$ cat config.mk
export PLATFORM = sky130hd
export DESIGN_NAME = fifo_circ
export DESIGN_NICKNAME = d
export VERILOG_FILES = /design/src/rtl/fifo_circ.sv
export SDC_FILE = /design/constraint.sdc
export NUM_CORES = 1
export LEC_CHECK = 0
export CORE_MARGIN = 3
export CORE_UTILIZATION = 45
export DETAILED_ROUTE_END_ITERATION = 12
export GPL_TIMING_DRIVEN = 0
export HOLD_SLACK_MARGIN = 0.08
export MAX_ROUTING_LAYER = met4
export PLACE_DENSITY_LB_ADDON = 0.1
export SLEW_MARGIN = 0
export SYNTH_ARGS = -nofsm -noshare
export SYNTH_HDL_FRONTEND = slang
export SYNTH_SLANG_ARGS = --single-unit
$ cat constraint.sdc
create_clock -name clk -period 3.7 [get_ports clk]
set_input_delay 1.11 -clock clk [delete_from_list [all_inputs] [get_ports clk]]
set_output_delay 1.11 -clock clk [all_outputs]
set_load 0.02 [all_outputs]
$ cat src/rtl/fifo_circ.sv
// rtl/fifo_circ.sv - circular-buffer synchronous FIFO with level, thresholds and error pulses
//
// Purpose: DEPTH = 2**NCBIT word FIFO using a wrapping read/write pointer
// pair and a separately tracked occupancy level. Used between the UART RX
// deserialiser and the host, and between the host and the TX serialiser.
//
// Optional feature macro: FIFO_FWFT_EN (first-word fall-through read port).
//   undefined : odata is registered, valid one cycle after an accepted read.
//   defined   : odata shows the head word combinationally, odata_vld = ~empty.
//
// Ports:
//   clk          in   system clock, rising edge
//   rst          in   synchronous active-high reset
//   idata        in   [WIDTH-1:0] write data
//   wr_en        in   write request
//   rd_en        in   read request (pop in FWFT mode)
//   odata        out  [WIDTH-1:0] read data
//   odata_vld    out  odata holds a newly popped word (head word in FWFT)
//   full         out  level == DEPTH
//   empty        out  level == 0
//   almost_full  out  level >= AFULL_THR
//   almost_empty out  level <= AEMPTY_THR
//   level        out  [NCBIT:0] words stored, 0..DEPTH
//   overflow     out  one-cycle pulse, write was rejected
//   underflow    out  one-cycle pulse, read was rejected

module fifo_circ #(
  parameter int WIDTH      = 8,
  parameter int NCBIT      = 7,
  parameter int AFULL_THR  = (1 << NCBIT) - 4,
  parameter int AEMPTY_THR = 4
) (
  input  logic             clk,
  input  logic             rst,
  input  logic [WIDTH-1:0] idata,
  input  logic             wr_en,
  input  logic             rd_en,
  output logic [WIDTH-1:0] odata,
  output logic             odata_vld,
  output logic             full,
  output logic             empty,
  output logic             almost_full,
  output logic             almost_empty,
  output logic [NCBIT:0]   level,
  output logic             overflow,
  output logic             underflow
);

  localparam int DEPTH = 1 << NCBIT;

  localparam logic [NCBIT:0]   DEPTH_L  = DEPTH[NCBIT:0];
  localparam logic [NCBIT:0]   AFULL_L  = AFULL_THR[NCBIT:0];
  localparam logic [NCBIT:0]   AEMPTY_L = AEMPTY_THR[NCBIT:0];
  localparam logic [NCBIT:0]   LVL_ONE  = 1;
  localparam logic [NCBIT-1:0] PTR_ONE  = 1;

  if (AFULL_THR > DEPTH || AFULL_THR < 0) begin : g_bad_afull
    $error("fifo_circ: AFULL_THR must lie in 0..DEPTH");
  end
  if (AEMPTY_THR >= DEPTH || AEMPTY_THR < 0) begin : g_bad_aempty
    $error("fifo_circ: AEMPTY_THR must lie in 0..DEPTH-1");
  end

  logic [WIDTH-1:0] mem [DEPTH];

  logic [NCBIT-1:0] wr_ptr_q, wr_ptr_d;
  logic [NCBIT-1:0] rd_ptr_q, rd_ptr_d;
  logic [NCBIT:0]   level_q, level_d;
  logic             overflow_q, overflow_d;
  logic             underflow_q, underflow_d;
  logic             rd_acc, wr_acc;

  // Flags come straight from the level register.
  assign full         = (level_q == DEPTH_L);
  assign empty        = (level_q == '0);
  assign almost_full  = (level_q >= AFULL_L);
  assign almost_empty = (level_q <= AEMPTY_L);
  assign level        = level_q;
  assign overflow     = overflow_q;
  assign underflow    = underflow_q;

  // A write into a full FIFO is still accepted when a read frees a slot
  // in the same cycle. No bypass when empty: the read is rejected.
  assign rd_acc = rd_en & ~empty;
  assign wr_acc = wr_en & (~full | rd_acc);

  always_comb begin
    wr_ptr_d    = wr_ptr_q;
    rd_ptr_d    = rd_ptr_q;
    level_d     = level_q;
    overflow_d  = wr_en & ~wr_acc;
    underflow_d = rd_en & ~rd_acc;

    if (wr_acc) wr_ptr_d = wr_ptr_q + PTR_ONE;
    if (rd_acc) rd_ptr_d = rd_ptr_q + PTR_ONE;

    case ({wr_acc, rd_acc})
      2'b10:   level_d = level_q + LVL_ONE;
      2'b01:   level_d = level_q - LVL_ONE;
      default: level_d = level_q;
    endcase
  end

  always_ff @(posedge clk) begin
    if (rst) begin
      wr_ptr_q    <= '0;
      rd_ptr_q    <= '0;
      level_q     <= '0;
      overflow_q  <= 1'b0;
      underflow_q <= 1'b0;
    end else begin
      wr_ptr_q    <= wr_ptr_d;
      rd_ptr_q    <= rd_ptr_d;
      level_q     <= level_d;
      overflow_q  <= overflow_d;
      underflow_q <= underflow_d;
    end
  end

  // Storage is not reset; writes are blocked while rst is high.
  always_ff @(posedge clk) begin
    if (!rst && wr_acc) begin
      mem[wr_ptr_q] <= idata;
    end
  end

`ifdef FIFO_FWFT_EN
  // Head word is always presented; a word written into an empty FIFO
  // shows up as soon as the write edge has updated mem and level.
  assign odata     = mem[rd_ptr_q];
  assign odata_vld = ~empty;
`else
  logic [WIDTH-1:0] odata_q, odata_d;
  logic             odata_vld_q, odata_vld_d;

  always_comb begin
    odata_d     = odata_q;
    odata_vld_d = rd_acc;
    if (rd_acc) odata_d = mem[rd_ptr_q];
  end

  always_ff @(posedge clk) begin
    if (rst) begin
      odata_q     <= '0;
      odata_vld_q <= 1'b0;
    end else begin
      odata_q     <= odata_d;
      odata_vld_q <= odata_vld_d;
    end
  end

  assign odata     = odata_q;
  assign odata_vld = odata_vld_q;
`endif

endmodule
# After elaboration in Yosys (flattened, before gate mapping)
# Memory sizes are Yosys's and may differ from the RTL's. A register that Yosys moved wholly into a read port is not among the register bits.
# Index checks and enable logic that the tools add are counted.
[totals]
ff_bits = 25
out_inout_bits = 23
in_bits = 12
ramBits = 1024
n_memories = 1
wordCells = 32
[op_classes]
mux = 3
bitwise_logic = 9
n_addsub = 4
reduce_logical = 4
n_eq_ne = 3
order_cmp = 2
[memory_table]
columns = ["name", "depth", "width", "read_ports", "rd_ports_with_merged_regs", "write_ports", "line", "source"]
rows = [
  ["mem", 128, 8, 1, 1, 1, "64", "logic [WIDTH-1:0] mem [DEPTH];"],
]
[ops]
columns = ["operator", "n"]
rows = [
  ["$pmux 8 s2", 1],
  ["$add 7x1->7 const B", 2],
  ["$add 8x1->8 const B", 1],
  ["$eq 8x8->1 const B", 1],
  ["$ge 8x7->1 const B", 1],
  ["$le 8x3->1 const B", 1],
  ["$logic_not 8->1", 1],
  ["$sub 8x1->8 const B", 1],
  ["$and 1x1->1", 4],
  ["$not 1->1", 4],
  ["$eq 2x1->1 const B", 1],
  ["$eq 2x2->1 const B", 1],
  ["$mux 1", 2],
  ["$reduce_bool 2->1", 1],
  ["$logic_and 1x1->1", 1],
  ["$logic_not 1->1", 1],
  ["$or 1x1->1", 1],
]

# Depth between registers and ports, before layout
# Gate-level depths: netlist (run 1).
[logic_depth]
ltp_word = 8
mapped_depth = 12
ltp_nobuf = 11

# Least setup slack after synthesis (run 1)
# OpenSTA, ideal clock, no wires.
[synth_path]
path_kind = "register to register"
from = "reg level_q[3] (netlist: level[3])"
to = "reg level_q[7] (netlist: level[7])"
t_arrival_ns = 3.679
path_stages_with_launch = 13
synth_period_minus_slack_ns = 3.760
t_required_ns = 3.619
path_buffers = 1
path_slack_ns = -0.060
setup_ns = 0.081
path_cell_list = "dfxtp_1 -> or4_1 -> buf_2 -> or2_2 -> o21ai_0 -> nor2_1 -> ha_1 -> a211oi_1 -> o21bai_1 -> a2111oi_0 -> nor2_1 -> or4_1 -> a41oi_1"
[synth_via]
elab_chain_len = 7
word_cells_on_any_way = 13
cone_classes = "add/sub (2); eq/ne (3); mux (1); bitwise (5); reduce/logical (2)"
[synth_lines]
columns = ["item", "line", "source"]
rows = [
  ["start: declaration", "68", "logic [NCBIT:0] level_q, level_d;"],
  ["start signal: assignment", "114", "level_q <= level_d;"],
  ["$logic_not 8->1", "75", "assign empty = (level_q == '0);"],
  ["$not 1->1", "84", "assign rd_acc = rd_en & ~empty;"],
  ["$and 1x1->1", "84", ""],
  ["$or 1x1->1", "85", "assign wr_acc = wr_en & (~full | rd_acc);"],
  ["$and 1x1->1", "85", ""],
  ["$eq 2x1->1 / $eq 2x2->1 (equally long branches)", "97", "case ({wr_acc, rd_acc})"],
  ["$pmux 8 s2 / $reduce_bool 2->1 (equally long branches)", "n/a", ""],
]
# Parallel ways exist; a longest one is shown, timed or not.
# A chain may end at the register's enable or synchronous reset.

# Final worst setup path (run 1)
[layout_path]
from = "in wr_en"
to = "mem mem[35][2] (enable)"
[layout_via]
elab_chain_len = 4
[layout_lines]
columns = ["item", "line", "source"]
rows = [
  ["start: declaration", "36", "input logic wr_en,"],
  ["$and 1x1->1", "85", ""],
  ["$logic_and 1x1->1", "122", "if (!rst && wr_acc) begin"],
  ["$mux 1", "122", ""],
  ["$mux 1 (not written as such)", "123", "mem[wr_ptr_q] <= idata;"],
  ["end: declaration", "64", ""],
]
# No other way between the ends.

==> impl_results.md, run 1 <==
- Worst max-slew margin expressed relative to the limit: 0.1991
- Synth Flop Type: edfxtp_1
- Maximum number of pins on one net before global-route repair: 93
- Final total power: 29530 uW
- Violations in the final reports: negative setup slack
- Worst reg2reg path startpoint: rd_ptr_q[1]
- Setup repair after global routing missed its margin: true
- Launch point of the worst path: wr_en
- Vias in the first global route: 22.52k
- Post-layout nets: 2446
- Fraction of the cycle the final worst path needs: 1.009
- Number of buffers created by CTS: 110
- Post-DP HPWL: approximately 80000 um
- Number of cells on the critical path: 7
- Mapped cell area: 41910 sq um
- Final design instance area without fill: around 48000 sq um
- FFs w/ async S/R, synth: 0
- Number of H-tree levels: 3
- DRC errors left: 0
- Required @ worst endpoint: 4.00 ns
- Number of flops mapped to enable cells by yosys: 1024
- Final hold violation count: 0
- Post-CTS clock slew at the launch and capture registers of the worst setup and hold paths: ~0.060 ns
- Final min period: 3.732 ns
- Sequential area share after synthesis: 0.7495
- Dominant combinational cell family by area after synthesis: multiplexers
- Crit path cell chain: clkdlybuf4s50_1, nand2b_1, a21o_1, nor2_1, nand3_2, clkbuf_4, nor2_2
- Power density over cell area: 609.9 nW/um^2
- Share of layout cells above drive strength 1: 0.2129
- Initial drt markers: 2638
- Residual antenna-violating net count after detailed routing: 0
- Count of buffers inserted at the top-level ports: 33
- Area delta synth->final: 15.55%
- Via total after detailed routing: roughly 23k
- Placed cell areas: 44030 sq um
- Routed via count divided by cell count: 6.049
- Share of the synthesized area in compound gates (AO/OA/AOI/OAI): 0.04473
- CP Capture Type: flip-flop
- Critical-path maximum fanout: 10
- Maximum operating frequency: between 200 and 300 MHz
- Result of the run: complete, but fails checks
- Final Core Density: 0.5267
- Longest individual stage delay on the worst path: 0.70 ns
- Avg Synthesized Cell Area: 18.69 sq um
- Number of clock sinks: 1057
- Buffering stage count on the worst path with inverters included: 2
- Top cells by area in the synthesized netlist: edfxtp_1 (73%), mux4_2 (6.6%), mux2i_1 (5.6%)
- Parity-gate share of the synthesized area counting xor and xnor cells: 0.003553
- Final routed wirelength across all metal layers: between 100000 and 150000 um
- Die area: 96820 sq um
- Initial antenna violation count: 2
- Wire length of the first global-routing pass: ~170000 um
- Root Driver: clkbuf_16
- Synthesized-area fraction occupied by adder cells: 0.002866
- Simple-gate portion of the synthesized area: 0.03881
- Clock latency on the worst-skew pair: 0.68 ns
- Dominant cell by count in the synthesized netlist: edfxtp_1
- Final estimated routing congestion in global placement: 0.9444
- Count of hold buffers inserted by post-cts repair: 0
- Starting density of the core: 0.4558
- Yosys top cell area share: 0.7338
- Horizontal die dimension: around 310 um
- Cell family with most CP delay: simple AND/OR/NAND/NOR gates
- CTS Buffer Depth: 3
- FF+latch count, synth: 1057
- TritonCTS clock tree: built
- Post-Synthesis Cells: between 2k and 2.5k
- Most used standard cells in the synthesized netlist: edfxtp_1 (1024), mux2i_1 (234), nor2_1 (177)
- Slack of the worst reg-to-reg path: 0.01 ns
- GR Overflow Total: 0
- GRT Resource Usage Total: 0.2562
- Die Ht: ~310 um
- Share of cell area taken by muxes after synthesis: 0.1412
- Capture point of the worst reg-to-reg path: odata[2]
- Actual transition at the worst max-transition pin: roughly 1.2 ns
- Standby leakage power: about 0.015 uW
- Termination of the worst setup path: mem[35][2]
- Top Ports: 35
- Worst EP arrival: around 4.0 ns
- Wire length per cell after detailed routing: 32.22 um
- Hold crit path type: flip-flop to flip-flop
- Pins Over Slew Limit: 0
- Count of cells along the worst register-to-register path: 9
- Number of setup violations in the final report: 10
- Class of the most critical setup path: input port to flip-flop
- VDD IR max: 359.3 uV
- Number of warnings reported in the yosys synthesis log: 0
- Post-synth net total: 2263
- Total core area: 91940 sq um
- Dpl ws: -1.940 ns
- Clock Skews: 0.02805 ns
- Cell taking the most area after synthesis: edfxtp_1
- Startpoint type of the worst setup path: input port
- Critical-path top delay cell: clkdlybuf4s50_1
- Number of iterations in the first detailed-routing pass: 5
- Std-Cell Rows: 111
- Distinct cell type count of the synthesized netlist: around 70
- Max-cap violation count: 0
- Crit path setup slack, layout: -0.03223 ns
## worst min path at each step
| stage | from | end | slack [ns] | cells past startpoint |
|---|---|---|---|---|
| 6_report | level[5] | level[5] | 0.57 | 2 |
| 5_1_grt | odata[6] | odata[6] | 0.60 | 2 |
| 4_1_cts | level[2] | level[2] | 0.57 | 2 |
| 3_5_place_dp | level[2] | level[2] | 0.56 | 2 |
| 3_3_place_gp | level[5] | level[5] | 0.55 | 2 |
| 2_1_floorplan | wr_ptr_q[1] | wr_ptr_q[1] | 0.57 | 3 |
## final cells by class
cell class	count	area [sq um]
clock buffers	145	3000
well taps	1243	1555
diodes	2	5.005
repair buffers	73	768.2
flip-flops and latches	1057	31410
fillers	7368	43520
clock inverters	60	610.6
multi-input cells	1047	10240
plain buffers	130	813.3
inverters	6	22.52
## report_power, final
part	switching, uW	internal [uW]
registers	147	13200
clock network	4540	6520
logic	3080	2030
total	7770	21800
## metrics by stage
stage	setup TNS, ns	instances	hold slack, ns
floorplan	0	2242	0.5676
global placement	-3164.92	3518	0.5455
detailed placement	-1067.01	3527	0.5595
CTS	-0.5504	3760	0.5685
global route	-3.797	3761	0.6026
finish	-0.1549	3763	0.5723
## state kept, by name, summed over array words and instances (netlist names)
signal / cells
level: 8
wr_ptr_q: 7
underflow: 1
mem: 1024
overflow: 1
odata_vld: 1
odata: 8
rd_ptr_q: 7
## cells in the final DEF (no fill, tap or decap), drive strengths merged, types with 22 or more instances in the layout
master and n:
a22oi 52, o22ai 50, clkdlybuf4s50 22, nand3 58
buf 137, nand2 71, edfxtp 1024, clkbuf 185
mux2i 235, clkinv 49, mux4 151, a2111oi 25
a21oi 51, a211oi 29, nor2 179, dfxtp 33
## worst reg2reg max path: stages (launching register included)
cell,delay (ns)
dfxtp_1,0.33
buf_2,0.35
buf_4,0.30
buf_4,0.27
buf_2,0.54
mux4_2,0.42
mux2i_1,0.54
o22ai_1,0.18
a211oi_1,0.41
a2111oi_0,0.19
## repair_timing
action | 4_1_cts | 5_1_grt
endpoints found under the setup margin | 747 | 224
buffers inserted | 29 | 2
pin swaps | 20 | 2
resized for setup | 115 | 49
## per-layer routing
layer / track usage / share of wire / vias to the layer above
li1: - / - / 9499
met3: 0.05295 / 0.085 / 233
met5: - / 0 / -
met2: 0.3678 / 0.44 / 1027
met1: 0.3654 / 0.44 / 12000
met4: 0.09127 / 0.038 / 0
## logic make-up (layout without fill, tap and decap cells)
group / Yosys count / count (layout)
flip-flops: 1057 / 1057
multiplexers: 390 / 390
XOR/XNOR: 17 / 17
buffers and inverters: 138 / 414
AO/OA/AOI/OAI: 264 / 264
AND/OR/NAND/NOR: 367 / 367
other: 0 / 2
adder cells (fa/ha/maj): 9 / 9
(Power assumes the default switching activity.)
==> run 2: changes to the inputs <==
- CORE_UTILIZATION: 45 -> 25
- GPL_TIMING_DRIVEN: 0 -> default
==> run 2 against run 1 <==
The flow now finishes without violations. Register-to-register slack improved by 0.20 ns. Worst setup slack improved by 0.21 ns. Critical path depth fell by 2. Sequential cell count stayed put. Power up 0.76%. Cell count is 29% higher. Largest power group unchanged. Routed wire length increased by 3.4%. Die area rose by 78%. First-iteration DRC count shrank 36%. Combinational power shrank 5.1%. Maximum frequency is 6.0% higher.
==> impl_results.md, run 2 (same netlist as run 1, synthesis figures left out) <==
- Result of the run: completed
- Critical-path top delay cell: or4_1
- Setup repair after global routing missed its margin: false
- Wire length per cell after detailed routing: 25.92 um (-20%)
- Startpoint type of the worst setup path: flip-flop
- Wire length of the first global-routing pass: 177700 um (+4.4%)
- Vias in the first global route: 22.98k (+2.1%)
- Number of setup violations in the final report: 0 (-10)
- Power density over cell area: 589.8 nW/um^2 (-3.3%)
- Number of H-tree levels: 3 (unchanged)
- Final design instance area without fill: 50450 sq um (+4.2%)
- Fraction of the cycle the final worst path needs: 0.9512 (-0.05749)
- Largest Register: mem
- Cell family with most CP delay: simple AND/OR/NAND/NOR gates
- Launch point of the worst hold path: odata[2]
- Post-DP HPWL: 81210 um (+1.2%)
- Post-route worst hold slack: 0.6069 ns (+0.03457 ns)
- Final Non-Filler Cells: 4836 (+29%)
- Post-CTS clock slew at the launch and capture registers of the worst setup and hold paths: 0.06 ns (about the same)
- Area delta synth->final: 20.40%
- Horizontal die dimension: 415.4 um (+34%)
- Post-layout nets: 2569 (+5.0%)
- Die area: 172600 sq um (+78%)
- Final hold violation count: 0 (unchanged)
- Die Ht: 415.4 um (+34%)
- Pins Over Slew Limit: 0 (unchanged)
- Hold crit path type: flip-flop to flip-flop
- CP Capture Type: output pin
- VDD IR max: 411.2 uV (+14%)
- Class of the most critical setup path: flip-flop to output pin
- Number of cells on the critical path: 5 (-2)
- Launch point of the worst path: level[3]
- Maximum number of pins on one net before global-route repair: 100 (+7.5%)
- CTS Buffer Depth: 3 (unchanged)
- Worst EP arrival: 2.41 ns (-1.63 ns)
- Share of layout cells above drive strength 1: 0.2329 (+0.02002)
- Post-CTS setup buffers: 0 (-100%)
- Residual antenna-violating net count after detailed routing: 0 (unchanged)
- Std-Cell Rows: 149 (+34%)
- Standby leakage power: 0.01565 uW (+5.9%)
- Count of cells along the worst register-to-register path: 12 (+3)
- Crit path setup slack, layout: 0.1805 ns (+0.2127 ns)
- Max-cap violation count: 0 (unchanged)
- Critical-path maximum fanout: 5 (-5)
- Final routed wirelength across all metal layers: 125400 um (+3.4%)
- Dpl ws: -0.4495 ns (+1.491 ns)
- Max FFs per register: 1024 (unchanged)
- Top Ports: 35 (unchanged)
- Placed cell areas: 46660 sq um (+6.0%)
- Final estimated routing congestion in global placement: 0.7672 (-19%)
- DRC errors left: 0 (unchanged)
- Required @ worst endpoint: 2.59 ns (-1.41 ns)
- Total core area: 165700 sq um (+80%)
- Buffering stage count on the worst path with inverters included: 2 (unchanged)
- Actual transition at the worst max-transition pin: 0.9454 ns (-0.2560 ns)
- Total negative slack for setup checks: 0 ns (+0.1549 ns)
- Clock Skews: 0.02485 ns (-0.003201 ns)
- Longest individual stage delay on the worst path: 0.53 ns (-0.17 ns)
- Maximum operating frequency: 284.1 MHz (+6.0%)
- Initial drt markers: 1700 (-36%)
- Worst reg2reg path startpoint: level[3]
- Number of buffers created by CTS: 118 (+7.3%)
- Clock latency on the worst-skew pair: 0.73 ns (+0.05 ns)
- Initial antenna violation count: 12 (+10)
- TritonCTS clock tree: built
- Crit path cell chain: or4_1, buf_4, nor2_2, and2_1, clkdlybuf4s15_1
- Routed via count divided by cell count: 4.530 (-25%)
- Via total after detailed routing: 21.91k (-3.7%)
- Final min period: 3.520 ns (-0.2127 ns)
- GRT Resource Usage Total: 0.1484 (-0.1078)
- Count of buffers inserted at the top-level ports: 34 (+3.0%)
- GR Overflow Total: 0 (unchanged)
- Worst max-slew margin expressed relative to the limit: 0.3674 (+0.1683)
- Number of iterations in the first detailed-routing pass: 5 (unchanged)
- Number of clock sinks: 1057 (unchanged)
- Root Driver: clkbuf_16
- Most common library cell in the layout ignoring fill and taps: edfxtp_1
- Number of placed instances with taps included: 4617 (+31%)
- Number of instances on the worst hold path: 2 (unchanged)
- Commonest cells after routing, fill and taps aside: edfxtp_1 (1024), buf_4 (265), mux2i_1 (234)
- Starting density of the core: 0.2529 (-0.2029)
- Count of hold buffers inserted by post-cts repair: 0 (unchanged)
## run 2: changes by cell type in the layout (fill, tap and decap cells not counted), moves of 11 or more
cell	previous run	this run
buf_12	1	27
buf_2	43	1
buf_4	57	265
buf_6	19	0
clkbuf_1	60	13
clkinv_1	23	34
nor2_1	103	176
nor2_2	32	2
nor2_4	44	1
## run 2: tightest hold or removal path, cell delays in order (launching register included)
cell	delay (ns)
dfxtp_1	0.38
nor2_1	0.12
a2111oi_0	0.06
## run 2: cell type report
class,count,area [sq um]
fill,16100,115300
sequential,1057,31420
multi-input combinational,1047,9709
clock buffer,132,3027
timing repair buffer,318,2779
tap,2189,2739
clock inverter,85,752.0
inverter,6,22.52
antenna,2,5.005
## run 2: path summary, 6_finish.rpt
path / endpoint / slack, ns
max reg2reg: level[7] / 0.21
max: full / 0.18
min reg2reg: odata[2] / 0.61
min: odata[2] / 0.61
## run 2: where the power goes
group	switching (uW)	internal, uW	total [uW]
logic	2750	2100	4850
registers	225	13200	13400
clock network	4850	6620	11500
total	7820	21900	29800
## run 2: per-layer routing
layer,GRT usage,part of all wire,up-vias
li1,-,-,9735
met1,0.1949,0.45,11510
met2,0.2368,0.48,503
met3,0.02456,0.046,159
met4,0.04340,0.025,0
met5,-,0,-
## run 2: repair_timing
action / in CTS / in global routing
endpoints found under the setup margin: 3 / 3
pin swaps: 0 / 0
hold endpoints to repair: 0 / 0
resized for setup: 4 / 6
## run 2: through the flow
step / util / power [uW]
final: 0.3044 / 29760
after CTS: 0.3043 / 30300
after detailed placement: 0.2815 / 18680
after floorplan: - / 16620
after global placement: 0.2815 / 18660
after global routing: 0.3044 / 31030
